--- src/rtl/cpu_mc.sv ---
// cpu_mc: multi-cycle A-RISC core. Fetches from a 1-cycle synchronous IRAM and talks to DRAM through
// a req/ack handshake. Opcode 15 traps into a sticky error.
module cpu_mc #(
   parameter int unsigned W       = 8,
   parameter int unsigned NUM_GPR = 8,
   parameter int unsigned AW      = 8
) (
   input  logic          clk,
   input  logic          rstn,
   input  logic          start,
   output logic          idle,
   output logic          done,
   output logic          err,
   output logic [AW-1:0] iram_addr,
   input  logic [15:0]   iram_dout,
   output logic          dram_req,
   output logic          dram_write,
   output logic [W-1:0]  dram_addr,
   output logic [W-1:0]  dram_din,
   input  logic          dram_ack,
   input  logic [W-1:0]  dram_dout
);

   typedef enum logic [1:0] {StIdle, StFetch, StExec, StMem} state_e;

   typedef enum logic [3:0] {
      OpEnd, OpAdd, OpSub, OpMul, OpDv2, OpLdm, OpStm, OpMvr,
      OpMvi, OpBeq, OpBlt, OpJmp, OpAnd, OpOr, OpXor, OpIll
   } op_e;

   state_e        state_q, state_d;
   logic [AW-1:0] pc_q, pc_d, pc_inc, target;
   logic [15:0]   ir_q, ir_d, instr;
   logic [W-1:0]  di_q, di_d, ar_q, ar_d, jr_q, jr_d;
   logic [W-1:0]  gpr_q [NUM_GPR];
   logic [W-1:0]  gpr_d [NUM_GPR];
   logic          err_q, err_d;

   op_e           op;
   logic [3:0]    rd, ra, rb;
   logic [W-1:0]  imm, op_a, op_b, half, alu_res;
   logic [W-1:0]  rf [16];
   logic          mem_op, wr_en;

   // S_EXEC decodes straight off the IRAM; S_MEM decodes the latched copy.
   assign instr  = (state_q == StExec) ? iram_dout : ir_q;
   assign op     = op_e'(instr[3:0]);
   assign rd     = instr[7:4];
   assign ra     = instr[11:8];
   assign rb     = instr[15:12];
   assign pc_inc = pc_q + AW'(1);
   assign target = jr_q[AW-1:0];
   assign mem_op = ((state_q == StExec) || (state_q == StMem)) && ((op == OpLdm) || (op == OpStm));

   assign idle = (state_q == StIdle);
   assign err  = err_q;

   always_comb begin
      imm      = '0;
      imm[7:0] = {ra, rb};
   end

   always_comb begin
      for (int unsigned i = 0; i < 16; i++) rf[i] = '0;
      rf[1] = W'(1);
      rf[2] = di_q;
      rf[3] = imm;
      rf[4] = ar_q;
      rf[5] = jr_q;
      for (int unsigned g = 0; g < NUM_GPR; g++) rf[6+g] = gpr_q[g];
   end

   assign op_a = rf[ra];
   assign op_b = rf[rb];

   // Arithmetic shift floors; odd negatives need +1 to truncate toward zero.
   assign half = {op_a[W-1], op_a[W-1:1]} + {{(W-1){1'b0}}, op_a[W-1] & op_a[0]};

   always_comb begin
      alu_res = '0;
      case (op)
         OpAdd:   alu_res = op_a + op_b;
         OpSub:   alu_res = op_a - op_b;
         OpMul:   alu_res = op_a * op_b;
         OpDv2:   alu_res = half;
         OpMvr:   alu_res = op_a;
         OpMvi:   alu_res = imm;
         OpAnd:   alu_res = op_a & op_b;
         OpOr:    alu_res = op_a | op_b;
         OpXor:   alu_res = op_a ^ op_b;
         default: alu_res = '0;
      endcase
   end

   always_comb begin
      state_d    = state_q;
      pc_d       = pc_q;
      ir_d       = ir_q;
      di_d       = di_q;
      ar_d       = ar_q;
      jr_d       = jr_q;
      gpr_d      = gpr_q;
      err_d      = err_q;
      wr_en      = 1'b0;
      done       = 1'b0;
      iram_addr  = pc_q;
      dram_req   = 1'b0;
      dram_write = 1'b0;
      dram_addr  = '0;
      dram_din   = '0;

      if (mem_op) begin
         dram_req   = 1'b1;
         dram_write = (op == OpStm);
         dram_addr  = ar_q;
         dram_din   = op_a;
         if (dram_ack && (op == OpLdm)) di_d = dram_dout;
      end

      unique case (state_q)
         StIdle: begin
            iram_addr = '0;
            if (start) begin
               state_d = StFetch;
               pc_d    = '0;
               err_d   = 1'b0;
            end
         end
         StFetch: state_d = StExec;
         StExec: begin
            ir_d = iram_dout;
            case (op)
               OpEnd: begin
                  done    = 1'b1;
                  state_d = StIdle;
               end
               OpIll: begin
                  err_d   = 1'b1;
                  state_d = StIdle;
               end
               OpLdm, OpStm: begin
                  if (dram_ack) begin
                     pc_d    = pc_inc;
                     state_d = StFetch;
                  end else begin
                     state_d = StMem;
                  end
               end
               OpBeq: begin
                  pc_d    = (op_a == op_b) ? target : pc_inc;
                  state_d = StFetch;
               end
               OpBlt: begin
                  pc_d    = ($signed(op_a) < $signed(op_b)) ? target : pc_inc;
                  state_d = StFetch;
               end
               OpJmp: begin
                  pc_d    = target;
                  state_d = StFetch;
               end
               default: begin
                  wr_en   = 1'b1;
                  pc_d    = pc_inc;
                  state_d = StFetch;
               end
            endcase
         end
         StMem: begin
            if (dram_ack) begin
               pc_d    = pc_inc;
               state_d = StFetch;
            end
         end
         default: state_d = StIdle;
      endcase

      // Selects 0-3 and unmapped selects silently drop the write.
      if (wr_en) begin
         if (rd == 4'd4) ar_d = alu_res;
         if (rd == 4'd5) jr_d = alu_res;
         for (int unsigned g = 0; g < NUM_GPR; g++) begin
            if (rd == 4'(6 + g)) gpr_d[g] = alu_res;
         end
      end
   end

   always_ff @(posedge clk or negedge rstn) begin
      if (!rstn) begin
         state_q <= StIdle;
         pc_q    <= '0;
         ir_q    <= '0;
         di_q    <= '0;
         ar_q    <= '0;
         jr_q    <= '0;
         gpr_q   <= '{default: '0};
         err_q   <= 1'b0;
      end else begin
         state_q <= state_d;
         pc_q    <= pc_d;
         ir_q    <= ir_d;
         di_q    <= di_d;
         ar_q    <= ar_d;
         jr_q    <= jr_d;
         gpr_q   <= gpr_d;
         err_q   <= err_d;
      end
   end

endmodule

--- config.mk ---
export PLATFORM = sky130hd
export DESIGN_NAME = cpu_mc
export DESIGN_NICKNAME = d
export VERILOG_FILES = /design/src/rtl/cpu_mc.sv
export SDC_FILE = /design/constraint.sdc
export NUM_CORES = 1
export LEC_CHECK = 0
export CAP_MARGIN = 20
export CORE_UTILIZATION = 45
export CTS_CLUSTER_SIZE = 14
export DETAILED_ROUTE_END_ITERATION = 10
export PLACE_DENSITY = 0.7
export SLEW_MARGIN = 20
export SYNTH_ARGS = -nofsm -noshare
export SYNTH_HDL_FRONTEND = slang
export SYNTH_SLANG_ARGS = --single-unit
--- constraint.sdc ---
create_clock -name clk -period 11.9 [get_ports clk]
set_input_delay 1.19 -clock clk [delete_from_list [all_inputs] [get_ports clk]]
set_output_delay 1.19 -clock clk [all_outputs]
set_load 0.02 [all_outputs]
==> summary.md, run 1 <==
| Metric | Value |
|---|---|
| Outcome | finished, violations left |
| Violations in the final reports | design-rule violations |
| Register clock-pin slew on the reported worst setup and hold paths | 0.05 ns |
| Final Max Tran Viols | 0 |
| Violation count after the first detailed-routing iteration | just over 1000 |
| Number of core rows | 52 |
| Routed length per instance | approximately 22 um |
| Pin slew with the least headroom to its limit | 1.173 ns |
| Cts-stage hold buffer count | 0 |
| Avg Vias per Cell | approximately 6.3 |
| Clock root buffer | sky130_fd_sc_hd__clkbuf_16 |
| Routed vias | 8374 |
| Syn nets | 1087 |
| Fraction of the cycle the final worst path needs | 0.6930 |
| Top library cells by usage in the layout, fill and taps aside | sky130_fd_sc_hd__dfrtp_1, sky130_fd_sc_hd__nand2_1, sky130_fd_sc_hd__nor2_1 |
| Warnings, synthesis | 0 |
| Total overflow reported by the global router | 0 |
| Summed instance area of the synthesized netlist | 0.009238 mm2 |
| Die width | 145.3 um |
| P&R area growth vs syn | 13.98% |
| Placer congestion estimate | just under 1 |
| CP Launch Type | flip-flop |
| Ant. Diodes | 0 |
| Total wire length after detailed routing | 29520 um |
| Critical Path RT | 12.17 ns |
| Number of cells on the worst hold path | 2 |
| Worst setup path category | reg -> reg |
| Final worst clock skew | approximately 0.011 ns |
| Overall routing resource usage | 0.2854 |
| Count of final setup violators | 0 |
| Critical path fanouts, max | 47 |
| Fmax achieved | between 100 and 150 MHz |
| Post-route antenna net violation count | 0 |
| DRC Markers | 1 |
| Clock network latency to the later pin of the worst-skew pair | 0.43 ns |
| Setup repair after global routing missed its margin | no |
| Overall die area | 0.02110 mm2 |
| Length of the first detailed-routing pass in iterations | 10 |
| Cell types occupying the most area after synthesis | sky130_fd_sc_hd__dfrtp_1, sky130_fd_sc_hd__mux2_2, sky130_fd_sc_hd__ha_1, sky130_fd_sc_hd__nand2_1, sky130_fd_sc_hd__mux2i_1 |
| Path category of the worst min-delay check | reg -> reg |
| Synth Instances | ~1000 |
| Data arrival time of the worst path | 8.52 ns |
| # Max-Cap Violations | 0 |
| Worst max-slew margin expressed relative to the limit | 0.2143 |
| Number of cells upsized or downsized after cts | 0 |
| Number of buffers created by CTS | 17 |
| Number of global-route vias before repair | just under 8000 |
| Number of buffers on the longest clock path | 2 |
| Number of buffers added for setup after CTS | 0 |
| Vertical extent of the die | 145.3 um |
| Post-synthesis average cell area | 9.256 um2 |
| Number of unique standard cell types used by synthesis | 94 |
| Number of input and output port buffers inserted | between 50 and 60 |
| Top cell type's share of synthesized area | 0.3061 |
| # clock sinks | approximately 110 |
| Commonest register cell after synthesis | sky130_fd_sc_hd__dfrtp_1 |
| Post-detailed-placement half-perimeter wirelength | between 20000 and 25000 um |
| First-pass GRT wire length | between 40000 and 50000 um |
| Initial antenna violation count | 0 |
| Setup_tns | 0 ns |
| Initial core utilization | 0.4580 |
| Endpoints failing hold | 0 |
| Register-to-Register Path Depth | 26 |
| Final period demand of the worst path | approximately 8.2 ns |
| Type of destination of the critical path | flip-flop |
| TritonCTS clock tree | yes |
| Count of H-tree levels built during CTS | 4 |
| Register area share after synthesis | 0.3061 |
| Commonest non-fill, non-tap cell in the layout | sky130_fd_sc_hd__dfrtp_1 |
| Biggest area consumer among synthesized cells | sky130_fd_sc_hd__dfrtp_1 |
| Floorplan core area | ~0.020 mm2 |
| Boundary Pins | 57 |
| Pin count of the biggest net entering global routing | 67 |
| Post-synth EDFFs | 0 |
| Layout cell share with drive strength beyond 1 | 0.1692 |
| Share of async-settable or async-resettable flops after synthesis | 1.000 |
| Post-layout nets | 1128 |
| FF+latch count, synth | between 100 and 150 |
-- area by class of cell --
class / instances / area [um2]
clock inverter: 12 / 97.59
timing repair buffer: 63 / 610.6
fill: 1881 / 9641
clock buffer: 20 / 466.7
multi-input combinational: 775 / 5927
tap: 270 / 337.8
inverter: 69 / 261.5
sequential: 113 / 2828
-- routing by layer --
| layer | vias to the layer above | global-route usage | wire [um] |
|---|---|---|---|
| met5 | - | 0 | 0 |
| met4 | 0 | 0.1389 | 1316 |
| met3 | 78 | 0.04748 | 2504 |
| met2 | 449 | 0.4341 | 13360 |
| met1 | 4096 | 0.3936 | 12340 |
| li1 | 3751 | - | - |
-- kinds of logic after synthesis --
family,Yosys count,share of synthesized area
xor+xnor,20,0.02452
flops,113,0.3061
fa+ha+maj,61,0.09400
simple gates,300,0.1535
buf+inv,110,0.05364
compound gates,273,0.2132
mux,121,0.1551
-- path summary, 6_finish.rpt --
kind,slack (ns),endpoint,start
max,3.65,gpr_q[63]$_DFFE_PN0P_,state_q[0]$_DFFE_PN0P_
min,0.53,err$_DFFE_PN0P_,err$_DFFE_PN0P_
max reg2reg,3.65,gpr_q[63]$_DFFE_PN0P_,state_q[0]$_DFFE_PN0P_
min reg2reg,0.53,err$_DFFE_PN0P_,err$_DFFE_PN0P_
max in group asynchronous,9.80,pc_q[2]$_DFFE_PN0P_,rstn
min in group asynchronous,0.78,gpr_q[18]$_DFFE_PN0P_,rstn
-- synth_stat cells (7+ instances only) --
cell type and number:
sky130_fd_sc_hd__dfrtp_1 113, sky130_fd_sc_hd__nand2_1 109, sky130_fd_sc_hd__nor2_1 79, sky130_fd_sc_hd__mux2_2 76
sky130_fd_sc_hd__inv_1 63, sky130_fd_sc_hd__a21oi_1 59, sky130_fd_sc_hd__ha_1 47, sky130_fd_sc_hd__o21ai_0 43
sky130_fd_sc_hd__mux2i_1 33, sky130_fd_sc_hd__nand3_1 25, sky130_fd_sc_hd__o22ai_1 22, sky130_fd_sc_hd__a31oi_1 19
sky130_fd_sc_hd__nor2b_1 17, sky130_fd_sc_hd__a221oi_1 16, sky130_fd_sc_hd__clkbuf_1 16, sky130_fd_sc_hd__fa_1 14
sky130_fd_sc_hd__buf_2 13, sky130_fd_sc_hd__nor3_1 12, sky130_fd_sc_hd__and2_1 11, sky130_fd_sc_hd__nand2b_1 11
sky130_fd_sc_hd__xnor2_1 11, sky130_fd_sc_hd__nor2_2 9, sky130_fd_sc_hd__o221ai_1 8, sky130_fd_sc_hd__buf_4 7
sky130_fd_sc_hd__o2111ai_1 7, sky130_fd_sc_hd__o211ai_1 7
-- state kept, by name, summed over array words and instances, names as in the netlist --
signal,count
gpr_q,64
err,1
ar_q,8
state_q,2
di_q,8
jr_q,8
pc_q,8
ir_q,14
-- critical path: stages (launching register included) --
cell and delay (ns):
sky130_fd_sc_hd__dfrtp_1 0.40, sky130_fd_sc_hd__inv_1 0.15, sky130_fd_sc_hd__ha_4 0.40, sky130_fd_sc_hd__buf_4 0.60, sky130_fd_sc_hd__mux2i_4 0.70, sky130_fd_sc_hd__inv_2 0.43, sky130_fd_sc_hd__a221oi_1 0.36, sky130_fd_sc_hd__o21ai_0 0.13
sky130_fd_sc_hd__a21oi_1 0.82, sky130_fd_sc_hd__inv_1 0.17, sky130_fd_sc_hd__ha_1 0.26, sky130_fd_sc_hd__inv_1 0.11, sky130_fd_sc_hd__fa_1 0.41, sky130_fd_sc_hd__inv_1 0.07, sky130_fd_sc_hd__ha_1 0.21, sky130_fd_sc_hd__inv_1 0.06
sky130_fd_sc_hd__fa_1 0.42, sky130_fd_sc_hd__fa_1 0.49, sky130_fd_sc_hd__inv_1 0.05, sky130_fd_sc_hd__ha_1 0.32, sky130_fd_sc_hd__a21oi_1 0.09, sky130_fd_sc_hd__xnor2_1 0.32, sky130_fd_sc_hd__xnor2_2 0.16, sky130_fd_sc_hd__xnor3_1 0.24
sky130_fd_sc_hd__xnor3_2 0.40, sky130_fd_sc_hd__nand2_4 0.16, sky130_fd_sc_hd__a31oi_1 0.10
-- stage by stage --
step	area [um2]	worst slack [ns]	utilization	hold slack, ns	instances
2_1_floorplan	9238	5.485	-	0.4972	998
3_3_place_gp	9965	3.707	0.4940	0.5056	1290
3_5_place_dp	9965	3.522	0.4940	0.5251	1290
4_1_cts	10530	3.743	0.5220	0.5350	1322
5_1_grt	10530	3.263	0.5220	0.5553	1322
6_report	10530	3.654	0.5220	0.5318	1322
Power of run 1 is left out: the tool's default activity adds up to more than one toggle a clock period on the data nets, which glitch-free logic cannot reach.
==> run 2: changes to the inputs <==
--- a/config.mk
+++ b/config.mk
@@ -9,7 +9,7 @@
 export CORE_UTILIZATION = 45
 export CTS_CLUSTER_SIZE = 14
 export DETAILED_ROUTE_END_ITERATION = 10
-export PLACE_DENSITY = 0.7
+export PLACE_DENSITY = 0.73
 export SLEW_MARGIN = 20
 export SYNTH_ARGS = -nofsm -noshare
 export SYNTH_HDL_FRONTEND = slang
==> constraint.sdc (replaced) <==
create_clock -name clk -period 7.22 [get_ports clk]
set_input_delay 0.722 -clock clk [delete_from_list [all_inputs] [get_ports clk]]
set_output_delay 0.722 -clock clk [all_outputs]
set_load 0.02 [all_outputs]
==> run 2 against run 1 <==
Net effect: the run now ends clean; global-route usage up 0.87 points; routed wire length up 3.1%; final area up 1.5%; non-clock buffer count up 24.
==> summary.md, run 2 (synthesis results as in run 1) <==
| Metric | Value |
|---|---|
| Endpoints failing hold | 0 (unchanged) |
| DRC Markers | 0 (-1) |
| Layout filler cell count | 1892 (+0.58%) |
| Number of core rows | 52 (unchanged) |
| Post-route antenna net violation count | 0 (unchanged) |
| Largest register FFs | 64 (unchanged) |
| Final period demand of the worst path | 6.653 ns (-1.593 ns) |
| Final worst clock skew | 0.01446 ns (+0.003457 ns) |
| Path category of the worst min-delay check | in -> async |
| Length of the first detailed-routing pass in iterations | 7 (-3) |
| Routed vias | 8530 (+1.9%) |
| Initial antenna violation count | 0 (unchanged) |
| Boundary Pins | 57 (unchanged) |
| Violation count after the first detailed-routing iteration | 1077 (+5.8%) |
| Leading registers by flop count | gpr_q: 64 flops, ir_q: 14 flops |
| Data arrival time of the worst path | 6.92 ns (-1.60 ns) |
| Clock root buffer | sky130_fd_sc_hd__clkbuf_16 |
| Pin count of the biggest net entering global routing | 78 (+16%) |
| Count of final setup violators | 0 (unchanged) |
| Post-detailed-placement half-perimeter wirelength | 22830 um (+5.2%) |
| Critical path fanouts, max | 16 (-66%) |
| Number of cells upsized or downsized after cts | 0 (unchanged) |
| Setup_tns | 0 ns (unchanged) |
| Final Max Tran Viols | 0 (unchanged) |
| Number of global-route vias before repair | 8164 (+3.5%) |
| Number of input and output port buffers inserted | 56 (unchanged) |
| Cts-stage hold buffer count | 0 (unchanged) |
| Total wire length after detailed routing | 30420 um (+3.1%) |
| Clock network latency to the later pin of the worst-skew pair | 0.42 ns (about the same) |
| CP Launch Type | flip-flop |
| Worst setup path category | reg -> reg |
| Routed length per instance | 22.60 um (+1.2%) |
| Floorplan core area | 0.02017 mm2 (unchanged) |
| Ant. Diodes | 0 (unchanged) |
| Number of buffers created by CTS | 17 (unchanged) |
| Initial core utilization | 0.4580 (unchanged) |
| Outcome | finished, final reports clean |
| Count of H-tree levels built during CTS | 4 (unchanged) |
| Top library cells by usage in the layout, fill and taps aside | sky130_fd_sc_hd__dfrtp_1, sky130_fd_sc_hd__nand2_1, sky130_fd_sc_hd__nor2_1 |
| Fraction of the cycle the final worst path needs | 0.9215 (+0.2285) |
| P&R area growth vs syn | 15.64% |
| # Max-Cap Violations | 0 (unchanged) |
| Avg Vias per Cell | 6.337 (about the same) |
| Post-layout nets | 1152 (+2.1%) |
| Placer congestion estimate | 1.020 (+3.6%) |
| Critical Path RT | 7.49 ns (-4.68 ns) |
| First-pass GRT wire length | 47800 um (+3.8%) |
| Number of buffers on the longest clock path | 2 (unchanged) |
| Layout cell share with drive strength beyond 1 | 0.1868 (+0.01760) |
| # clock sinks | 113 (unchanged) |
| Commonest non-fill, non-tap cell in the layout | sky130_fd_sc_hd__dfrtp_1 |
| Total overflow reported by the global router | 0 (unchanged) |
| Type of destination of the critical path | flip-flop |
| Fmax achieved | 150.3 MHz (+24%) |
| Worst max-slew margin expressed relative to the limit | 0.3006 (+0.08628) |
| TritonCTS clock tree | yes |
| Vertical extent of the die | 145.3 um (unchanged) |
| Pin slew with the least headroom to its limit | 1.049 ns (-0.1243 ns) |
| Overall routing resource usage | 0.2941 (+0.008725) |
| Register clock-pin slew on the reported worst setup and hold paths | 0.06 ns (about the same) |
| Setup repair after global routing missed its margin | no |
| Number of buffers added for setup after CTS | 0 (unchanged) |
| Overall die area | 0.02110 mm2 (unchanged) |
| Largest register by flop count | gpr_q |
| Die width | 145.3 um (unchanged) |
run 2: cell count changes in the layout (fill, tap and decap cells not counted), moves of 2 or more:
cell / change
sky130_fd_sc_hd__inv_6: -3
sky130_fd_sc_hd__buf_4: +23
sky130_fd_sc_hd__clkinv_2: +3
sky130_fd_sc_hd__clkbuf_8: -2
sky130_fd_sc_hd__clkinv_4: -2
sky130_fd_sc_hd__clkinvlp_4: +2
sky130_fd_sc_hd__clkbuf_1: +2
run 2: area by class of cell:
| cell class | count | area [um2] | share of cell area |
|---|---|---|---|
| Clock inverter | 12 | 83.83 | 0.007847 |
| Tap cell | 270 | 337.8 | 0.03162 |
| Clock buffer | 20 | 446.7 | 0.04181 |
| Multi-Input combinational cell | 775 | 5931 | 0.5552 |
| Sequential cell | 113 | 2828 | 0.2647 |
| Inverter | 69 | 261.5 | 0.02448 |
| Timing Repair Buffer | 87 | 794.5 | 0.07437 |
run 2: final timing paths:
check / slack (ns) / from / cells after the start / end
setup / recovery: 0.57 / state_q[0]$_DFFE_PN0P_ / 27 / ar_q[7]$_DFFE_PN0P_
hold / removal: 0.26 / rstn / 1 / gpr_q[18]$_DFFE_PN0P_
setup reg to reg: 0.57 / state_q[0]$_DFFE_PN0P_ / 27 / ar_q[7]$_DFFE_PN0P_
hold reg to reg: 0.53 / err$_DFFE_PN0P_ / 2 / err$_DFFE_PN0P_
max in group asynchronous: 5.84 / rstn / 2 / gpr_q[57]$_DFFE_PN0P_
min in group clk: 0.53 / err$_DFFE_PN0P_ / 2 / err$_DFFE_PN0P_
run 2: per-layer routing:
metal	GRT usage	up-vias	wire (um)
met4	0.1274	0	1230
met5	0	-	0
li1	-	3798	-
met2	0.4502	523	13660
met3	0.06132	93	2860
met1	0.4016	4116	12670
run 2: critical path, cell delays in order (launching register included):
cell                       delay (ns)
sky130_fd_sc_hd__dfrtp_1         0.37
sky130_fd_sc_hd__inv_1           0.10
sky130_fd_sc_hd__ha_4            0.27
sky130_fd_sc_hd__buf_4           0.25
sky130_fd_sc_hd__or3b_2          0.54
sky130_fd_sc_hd__and2_1          0.25
sky130_fd_sc_hd__o221ai_1        0.29
sky130_fd_sc_hd__o21ai_0         0.13
sky130_fd_sc_hd__a21oi_1         0.21
sky130_fd_sc_hd__buf_4           0.19
sky130_fd_sc_hd__inv_1           0.06
sky130_fd_sc_hd__ha_1            0.18
sky130_fd_sc_hd__inv_1           0.11
sky130_fd_sc_hd__fa_1            0.42
sky130_fd_sc_hd__inv_1           0.07
sky130_fd_sc_hd__ha_1            0.22
sky130_fd_sc_hd__inv_1           0.07
sky130_fd_sc_hd__fa_1            0.43
sky130_fd_sc_hd__fa_1            0.49
sky130_fd_sc_hd__inv_1           0.04
sky130_fd_sc_hd__ha_1            0.29
sky130_fd_sc_hd__a21oi_1         0.19
sky130_fd_sc_hd__xnor2_1         0.20
sky130_fd_sc_hd__xnor2_2         0.15
sky130_fd_sc_hd__xnor3_1         0.26
sky130_fd_sc_hd__xnor3_2         0.41
sky130_fd_sc_hd__nand2_4         0.17
sky130_fd_sc_hd__a31oi_1         0.11
run 2: stage by stage:
step	instances	setup slack (ns)	instance area, um2	utilization	hold WS (ns)
2_1_floorplan	998	1.160	9238	-	0.4264
3_3_place_gp	1313	0.4555	10140	0.5026	0.5088
3_5_place_dp	1314	0.3731	10140	0.5030	0.5200
4_1_cts	1346	0.6492	10680	0.5293	0.2663
5_1_grt	1346	0.2746	10680	0.5297	0.2858
6_report	1346	0.5669	10680	0.5297	0.2627
Power of run 2 is left out for the same reason.
